### src/rtl/com_uart_baud_gen.sv
`default_nettype none
// com_uart_baud_gen: synchronous UART baud enables; gated TX channel plus alignable oversampled RX channel.
// Rev 1.0
module com_uart_baud_gen #(
  parameter int PRESCALE           = 21,
  parameter int BASE_TICKS_LOG2    = 8,
  parameter int NUM_RATES          = 4,
  parameter int OVERSAMPLE_LOG2    = 4,
  parameter int BAUDRATE_SEL_WIDTH = $clog2(NUM_RATES)
) (
  input  logic                          clk,
  input  logic                          rst_n,
  input  logic [BAUDRATE_SEL_WIDTH-1:0] baudrate_sel,
  input  logic                          FIFO_empty,
  input  logic                          ctrl_idle_state,
  input  logic                          rx_en,
  input  logic                          rx_align,
  output logic                          tx_tick,
  output logic                          baudrate_clk,
  output logic                          rx_tick,
  output logic                          rx_mid,
  output logic [BAUDRATE_SEL_WIDTH-1:0] tx_sel_active,
  output logic [BAUDRATE_SEL_WIDTH-1:0] rx_sel_active
);

  localparam int SW = BAUDRATE_SEL_WIDTH;
  localparam int PW = (PRESCALE > 1) ? $clog2(PRESCALE) : 1;
  localparam int BW = BASE_TICKS_LOG2;

  localparam logic [PW-1:0] PRE_LAST    = PW'(PRESCALE - 1);
  localparam logic [BW-1:0] ALL_ONES    = {BW{1'b1}};
  localparam logic [SW:0]   NUM_RATES_V = (SW + 1)'(NUM_RATES);

  if (BASE_TICKS_LOG2 < (NUM_RATES - 1) + OVERSAMPLE_LOG2 + 1) begin : g_cfg_ticks_err
    $error("com_uart_baud_gen: BASE_TICKS_LOG2 too small for NUM_RATES/OVERSAMPLE_LOG2");
  end

  if (PRESCALE < 2) begin : g_cfg_prescale_err
    $error("com_uart_baud_gen: PRESCALE must be at least 2");
  end

  logic [SW-1:0] sel_clamped;

  always_comb begin
    sel_clamped = baudrate_sel;
    if ({1'b0, baudrate_sel} >= NUM_RATES_V) sel_clamped = '0;
  end

  // TX channel. Outputs are registered decodes of the next counter state, so
  // tx_tick lands in the wrap cycle itself and baudrate_clk leads by one cycle.
  logic          tx_run;
  logic          tx_base;
  logic [PW-1:0] tx_presc, tx_presc_nx;
  logic [BW-1:0] tx_bit, tx_bit_nx;
  logic [BW-1:0] tx_last, tx_half_m1;
  logic          tx_wrap_nx;
  logic          tx_tick_nx, baud_nx;

  always_comb begin
    tx_run      = ~(FIFO_empty & ctrl_idle_state);
    tx_last     = ALL_ONES >> tx_sel_active;
    tx_half_m1  = tx_last >> 1;
    tx_base     = (tx_presc == PRE_LAST);
    tx_presc_nx = '0;
    tx_bit_nx   = '0;
    if (tx_run) begin
      tx_presc_nx = tx_base ? '0 : tx_presc + 1'b1;
      tx_bit_nx   = tx_bit;
      if (tx_base) tx_bit_nx = (tx_bit == tx_last) ? '0 : tx_bit + 1'b1;
    end
    tx_wrap_nx = (tx_presc_nx == PRE_LAST) && (tx_bit_nx == tx_last);
    tx_tick_nx = tx_wrap_nx;
    baud_nx    = ((tx_bit_nx > tx_half_m1) && !tx_wrap_nx) ||
                 ((tx_bit_nx == tx_half_m1) && (tx_presc_nx == PRE_LAST));
  end

  always_ff @(posedge clk or negedge rst_n) begin
    if (!rst_n) begin
      tx_presc      <= '0;
      tx_bit        <= '0;
      tx_sel_active <= '0;
      tx_tick       <= 1'b0;
      baudrate_clk  <= 1'b0;
    end else begin
      tx_presc     <= tx_presc_nx;
      tx_bit       <= tx_bit_nx;
      tx_tick      <= tx_tick_nx;
      baudrate_clk <= baud_nx;
      if (!tx_run) tx_sel_active <= sel_clamped;
    end
  end

  // RX channel. A rising rx_en restarts the phase exactly like rx_align.
  logic          rx_en_d;
  logic          rx_start;
  logic          rx_base;
  logic [PW-1:0] rx_presc, rx_presc_nx;
  logic [BW-1:0] rx_bit, rx_bit_nx;
  logic [BW-1:0] rx_last, rx_half_m1, rx_os_last;
  logic          rx_tick_nx, rx_mid_nx;

  always_comb begin
    rx_start    = rx_en & (rx_align | ~rx_en_d);
    rx_last     = ALL_ONES >> rx_sel_active;
    rx_half_m1  = rx_last >> 1;
    rx_os_last  = (ALL_ONES >> OVERSAMPLE_LOG2) >> rx_sel_active;
    rx_base     = (rx_presc == PRE_LAST);
    rx_presc_nx = '0;
    rx_bit_nx   = '0;
    if (rx_en && !rx_start) begin
      rx_presc_nx = rx_base ? '0 : rx_presc + 1'b1;
      rx_bit_nx   = rx_bit;
      if (rx_base) rx_bit_nx = (rx_bit == rx_last) ? '0 : rx_bit + 1'b1;
    end
    rx_tick_nx = (rx_presc_nx == PRE_LAST) && ((rx_bit_nx & rx_os_last) == rx_os_last);
    rx_mid_nx  = (rx_presc_nx == PRE_LAST) && (rx_bit_nx == rx_half_m1);
  end

  always_ff @(posedge clk or negedge rst_n) begin
    if (!rst_n) begin
      rx_en_d       <= 1'b0;
      rx_presc      <= '0;
      rx_bit        <= '0;
      rx_sel_active <= '0;
      rx_tick       <= 1'b0;
      rx_mid        <= 1'b0;
    end else begin
      rx_en_d  <= rx_en;
      rx_presc <= rx_presc_nx;
      rx_bit   <= rx_bit_nx;
      rx_tick  <= rx_tick_nx;
      rx_mid   <= rx_mid_nx;
      if (!rx_en || rx_start) rx_sel_active <= sel_clamped;
    end
  end

endmodule
`default_nettype wire

### config.mk
export PLATFORM = sky130hd
export DESIGN_NAME = com_uart_baud_gen
export DESIGN_NICKNAME = d
export VERILOG_FILES = /design/src/rtl/com_uart_baud_gen.sv
export SDC_FILE = /design/constraint.sdc
export NUM_CORES = 1
export LEC_CHECK = 0
export BUFFER_PORTS_ARGS = -buffer_cell sky130_fd_sc_hd__buf_2
export CAP_MARGIN = 15
export CORE_MARGIN = 2
export CORE_UTILIZATION = 36
export CTS_CLUSTER_DIAMETER = 120
export CTS_CLUSTER_SIZE = 28
export DETAILED_ROUTE_END_ITERATION = 8
export GPL_TIMING_DRIVEN = 0
export PLACE_DENSITY = 0.58
export SYNTH_ARGS = -nofsm -noshare
export SYNTH_HDL_FRONTEND = slang
export SYNTH_SLANG_ARGS = --single-unit
### constraint.sdc
create_clock -name clk -period 2.6 [get_ports clk]
set_clock_uncertainty 0.2 [all_clocks]
set_input_delay 0.52 -clock clk [delete_from_list [all_inputs] [get_ports clk]]
set_output_delay 0.52 -clock clk [all_outputs]
set_load 0.02 [all_outputs]
==> key figures <==
Finish
  • Commonest non-fill, non-tap cell in the layout: sky130_fd_sc_hd__dfrtp_1
  • Count of fill cells added during filler insertion: between 500 and 600
  • Final std cell area, no fill: 2566 µm²
  • Area added between synthesis and finish: 24.00%
  • Most frequent cells in the layout: 33 x sky130_fd_sc_hd__dfrtp_1, 25 x sky130_fd_sc_hd__nor2_1, 25 x sky130_fd_sc_hd__nand2_1
  • Count of placed standard cells in the final layout, fillers left out: ~330
  • Register area: around 880 µm²
  • Nets: around 270
  • Fraction of layout cells with a size suffix above 1: between 20% and 30%
  • Area of combinational cells with multiple inputs: 1276 µm²
  • ANT cells: 0

Detailed routing
  • Post-detailed-route via-to-cell ratio: approximately 5.3
  • Detailed-route via count: 1,742
  • Violation count after the first detailed-routing iteration: between 80 and 90
  • Detailed-route DRC error count: 0
  • Detailed-router iteration count before antenna repair: 4
  • Number of nets with antenna violations after routing: 0
  • Post-DR wirelength/cell: around 14 µm
  • Wire length after detailed routing: 4664 µm

Timing
  • Final hold violations: 0
  • Clock period minus final worst setup slack: about 2.7 ns
  • Period utilization: 105.2%
  • Transition time at the pin with the least slew margin: just under 0.8 ns
  • Sum of negative setup slack: -0.1357 ns
  • Final setup violation count: 1
  • Smallest setup slack after layout: -0.1357 ns
  • Headroom to the max-slew limit: between 40 and 50%
  • Maximum achievable frequency: 365.5 MHz
  • Max-slew violations: 0
  • Unrepaired setup endpoints after global routing: true

Power and ir drop
  • Power Dens Cells: around 470 nW/µm²
  • Combinational power share: 16.8%
  • Sequential group share of total power: around 52%
  • Net switching power of the design: 342.5 µW
  • Static leakage: 1.091 nW
  • Largest voltage drop on the vdd net: ~240 µV
  • Internal: between 800 and 900 µW
  • Relative contribution of the clock network to total power: a little under a third
  • Net switching fraction of the power: between 20% and 30%

Setup path
  • Highest net fanout along the worst path: 4
  • Cell-by-cell trace of the critical path: or4bb_1 > a31oi_2 > o211a_1 > or2_1 > buf_6 > nor2_4 > ha_4 > a21o_1 > a21oi_2 > o22a_1 > o22ai_1
  • Count of buffering cells on the critical path with inverters included: 1
  • R2r endpoint: baudrate_clk
  • CP Data Required Time: around 2.6 ns
  • Largest incremental delay on the critical path: between 0.5 and 0.6 ns
  • Kind of launch point of the worst setup path: register
  • Depth of the worst register-to-register path: 11
  • Start-to-end type of the worst setup path: reg -> reg
  • Cell family with most CP delay: compound AO/OA/AOI/OAI gates
  • Max stage delay cell, worst path: sky130_fd_sc_hd__or4bb_1
  • Reg2reg setup slack: -0.14 ns
  • Setup crit end kind: register
  • Startpoint of the lowest-slack register-to-register path: tx_bit[6]
  • Worst EP arrival: 2.71 ns

Placed design
  • Cell Area, Placed: ~2300 µm²
  • # placed instances: 308
  • Routability congestion estimate from global placement: between 0.8 and 0.9
  • Post-DP HPWL: approximately 3100 µm
  • Number of I/O port buffers: 15

GRT
  • Global-route wire length before repair: 8224 µm
  • Largest net degree at the start of global routing: 36
  • Vias in the first global route: 1,690
  • Antenna violations before repair: 0
  • GRT Overall Usage: between 15 and 20%
  • Residual overflow from global routing: 0

Clocking
  • Num CTS Buffers: 5
  • H-tree levels: 2
  • Clock Sinks: 35
  • Number of buffers between clock root and the deepest sink: 2
  • Clk Latency, worst-skew pair: 0.29 ns
  • Clk slew on worst S/H paths: ~0.08 ns
  • Cell chosen for the clock root: sky130_fd_sc_hd__clkbuf_8
  • TritonCTS clock tree: done
  • Post-cts hold buffer count: 0

Die
  • Height of the die: roughly 80 µm
  • Row cnt: 27
  • Die footprint: between 6000 and 7000 µm²
  • Die X-Extent: 79.82 µm
  • Initial standard-cell utilization of the core: a little under two fifths
  • Top-level port count: 16
  • Core Area: 5540 µm²

Yosys
  • Post-synthesis instance total: roughly 220
  • Ys async rst share: between 90% and 100%
  • Count of flip-flops with a built-in enable after synthesis: 0
  • Number of library cell types mapped by synthesis: 50
  • Post-synthesis sequential area ratio: 42.32%
  • Post-synthesis cell area: around 2100 µm²
  • Average size of a mapped cell: 9.364 µm²
  • Number of register bits inferred by synthesis: 35
  • Warnings from Yosys: 0
  • Most used flip-flop cell after synthesis: sky130_fd_sc_hd__dfrtp_1
  • Post-Synthesis Net Count: 238

Run status
  • Violated checks: setup timing
  • Outcome: finished with violations

Flow run
  • Max-capacitance violation count: 0

Worst hold path
  • Worst min-delay path class: in -> async
layout make-up:
cell class | count | area share [%]
buffer | 3 | 1.024
clock buffer | 7 | 2.974
multi-input combinational | 173 | 49.73
tap | 72 | 3.510
timing repair buffer | 31 | 7.509
inverter | 7 | 1.024
sequential | 35 | 34.23
metal layers:
metal  global-route usage (%)  vias to the layer above  part of all wire [%]  wire [µm]
li1                         -                      860                     -          -
met1                    23.18                      851                    47       2200
met2                    25.55                       26                    48       2233
met3                    3.507                        5                   3.9        183
met4                    4.407                        0                  0.99         46
met5                        0                        -                     0          0
through the flow:
| stage | worst slack [ns] | utilization [%] | power [mW] | hold slack (ns) |
|---|---|---|---|---|
| final | -0.1357 | 46.32 | 1.199 | 0.09457 |
| after global routing | -0.2526 | 46.32 | 1.267 | 0.1702 |
| after CTS | -0.1406 | 44.72 | 1.201 | 0.1420 |
| after detailed placement | -0.3006 | 40.90 | 0.8047 | 0.3021 |
| after global placement | -0.3278 | 40.90 | 0.8004 | 0.2976 |
| after floorplan | -0.06802 | - | 0.7433 | 0.02441 |
state kept, by name, summed over array words and instances, names as in the netlist:
register       flops
rx_tick            1
baudrate_clk       1
tx_presc           5
rx_bit             8
tx_sel_active      2
rx_mid             1
tx_bit             8
rx_presc           5
rx_sel_active      2
tx_tick            1
rx_en_d            1
how the worst max path moves through the flow:
| stage | startpoint | end | slack [ns] | cells after the start |
|---|---|---|---|---|
| global route | tx_bit[0] | baudrate_clk | -0.25 | 12 |
| CTS | tx_bit[5] | baudrate_clk | -0.14 | 12 |
| floorplan | tx_sel_active[1] | baudrate_clk | -0.07 | 11 |
| finish | tx_bit[6] | baudrate_clk | -0.14 | 11 |
| global placement | tx_presc[0] | baudrate_clk | -0.33 | 8 |
| detailed placement | tx_bit[6] | baudrate_clk | -0.30 | 12 |
cell families after synthesis:
logic type | Yosys count | synth area share [%]
and+or+nand+nor | 101 | 25.82
DFF | 35 | 42.32
xor gates and xnor gates | 21 | 8.887
AOI/OAI and AO/OA | 40 | 13.54
muxes | 2 | 0.9674
adders and majority gates | 9 | 5.441
buffers and inverters | 13 | 3.023
Yosys cell counts, drive strengths merged (2+ instances only):
| master | count | area [µm²] |
|---|---|---|
| and3 | 3 | 18.77 |
| nand2 | 25 | 93.84 |
| dfrtp | 35 | 875.8 |
| xnor2 | 11 | 96.34 |
| and4b | 2 | 20.02 |
| and2 | 3 | 18.77 |
| clkbuf | 2 | 7.510 |
| or2 | 2 | 12.52 |
| nand3 | 10 | 55.05 |
| nor3 | 6 | 35.03 |
| nand4b | 4 | 35.03 |
| ha | 9 | 112.6 |
| mux2i | 2 | 20.02 |
| nand3b | 2 | 15.01 |
| inv | 7 | 26.28 |
| nand4 | 7 | 43.79 |
| a211oi | 4 | 30.03 |
| xor2 | 10 | 87.58 |
| a21o | 2 | 15.01 |
| o21ai | 11 | 55.05 |
| nor4 | 2 | 12.51 |
| buf | 4 | 28.78 |
| a21oi | 9 | 45.04 |
| nor2 | 28 | 105.1 |
| o211ai | 2 | 15.01 |
timing repair:
action / in CTS / in global routing
buffers inserted: 10 / 5
pin swaps: 12 / 19
endpoints found under the setup margin: 2 / 4
gates cloned: 1 / 0
gates resized for setup: 11 / 16
power groups by stage:
stage | Sequential [mW] | Clock, mW | Combinational, mW
6_report | 0.624 | 0.374 | 0.201
5_1_grt | 0.628 | 0.410 | 0.228
4_1_cts | 0.622 | 0.389 | 0.190
3_5_place_dp | 0.639 | 0 | 0.166
3_3_place_gp | 0.638 | 0 | 0.163
2_1_floorplan | 0.634 | 0 | 0.110
(Power assumes the default switching activity.)
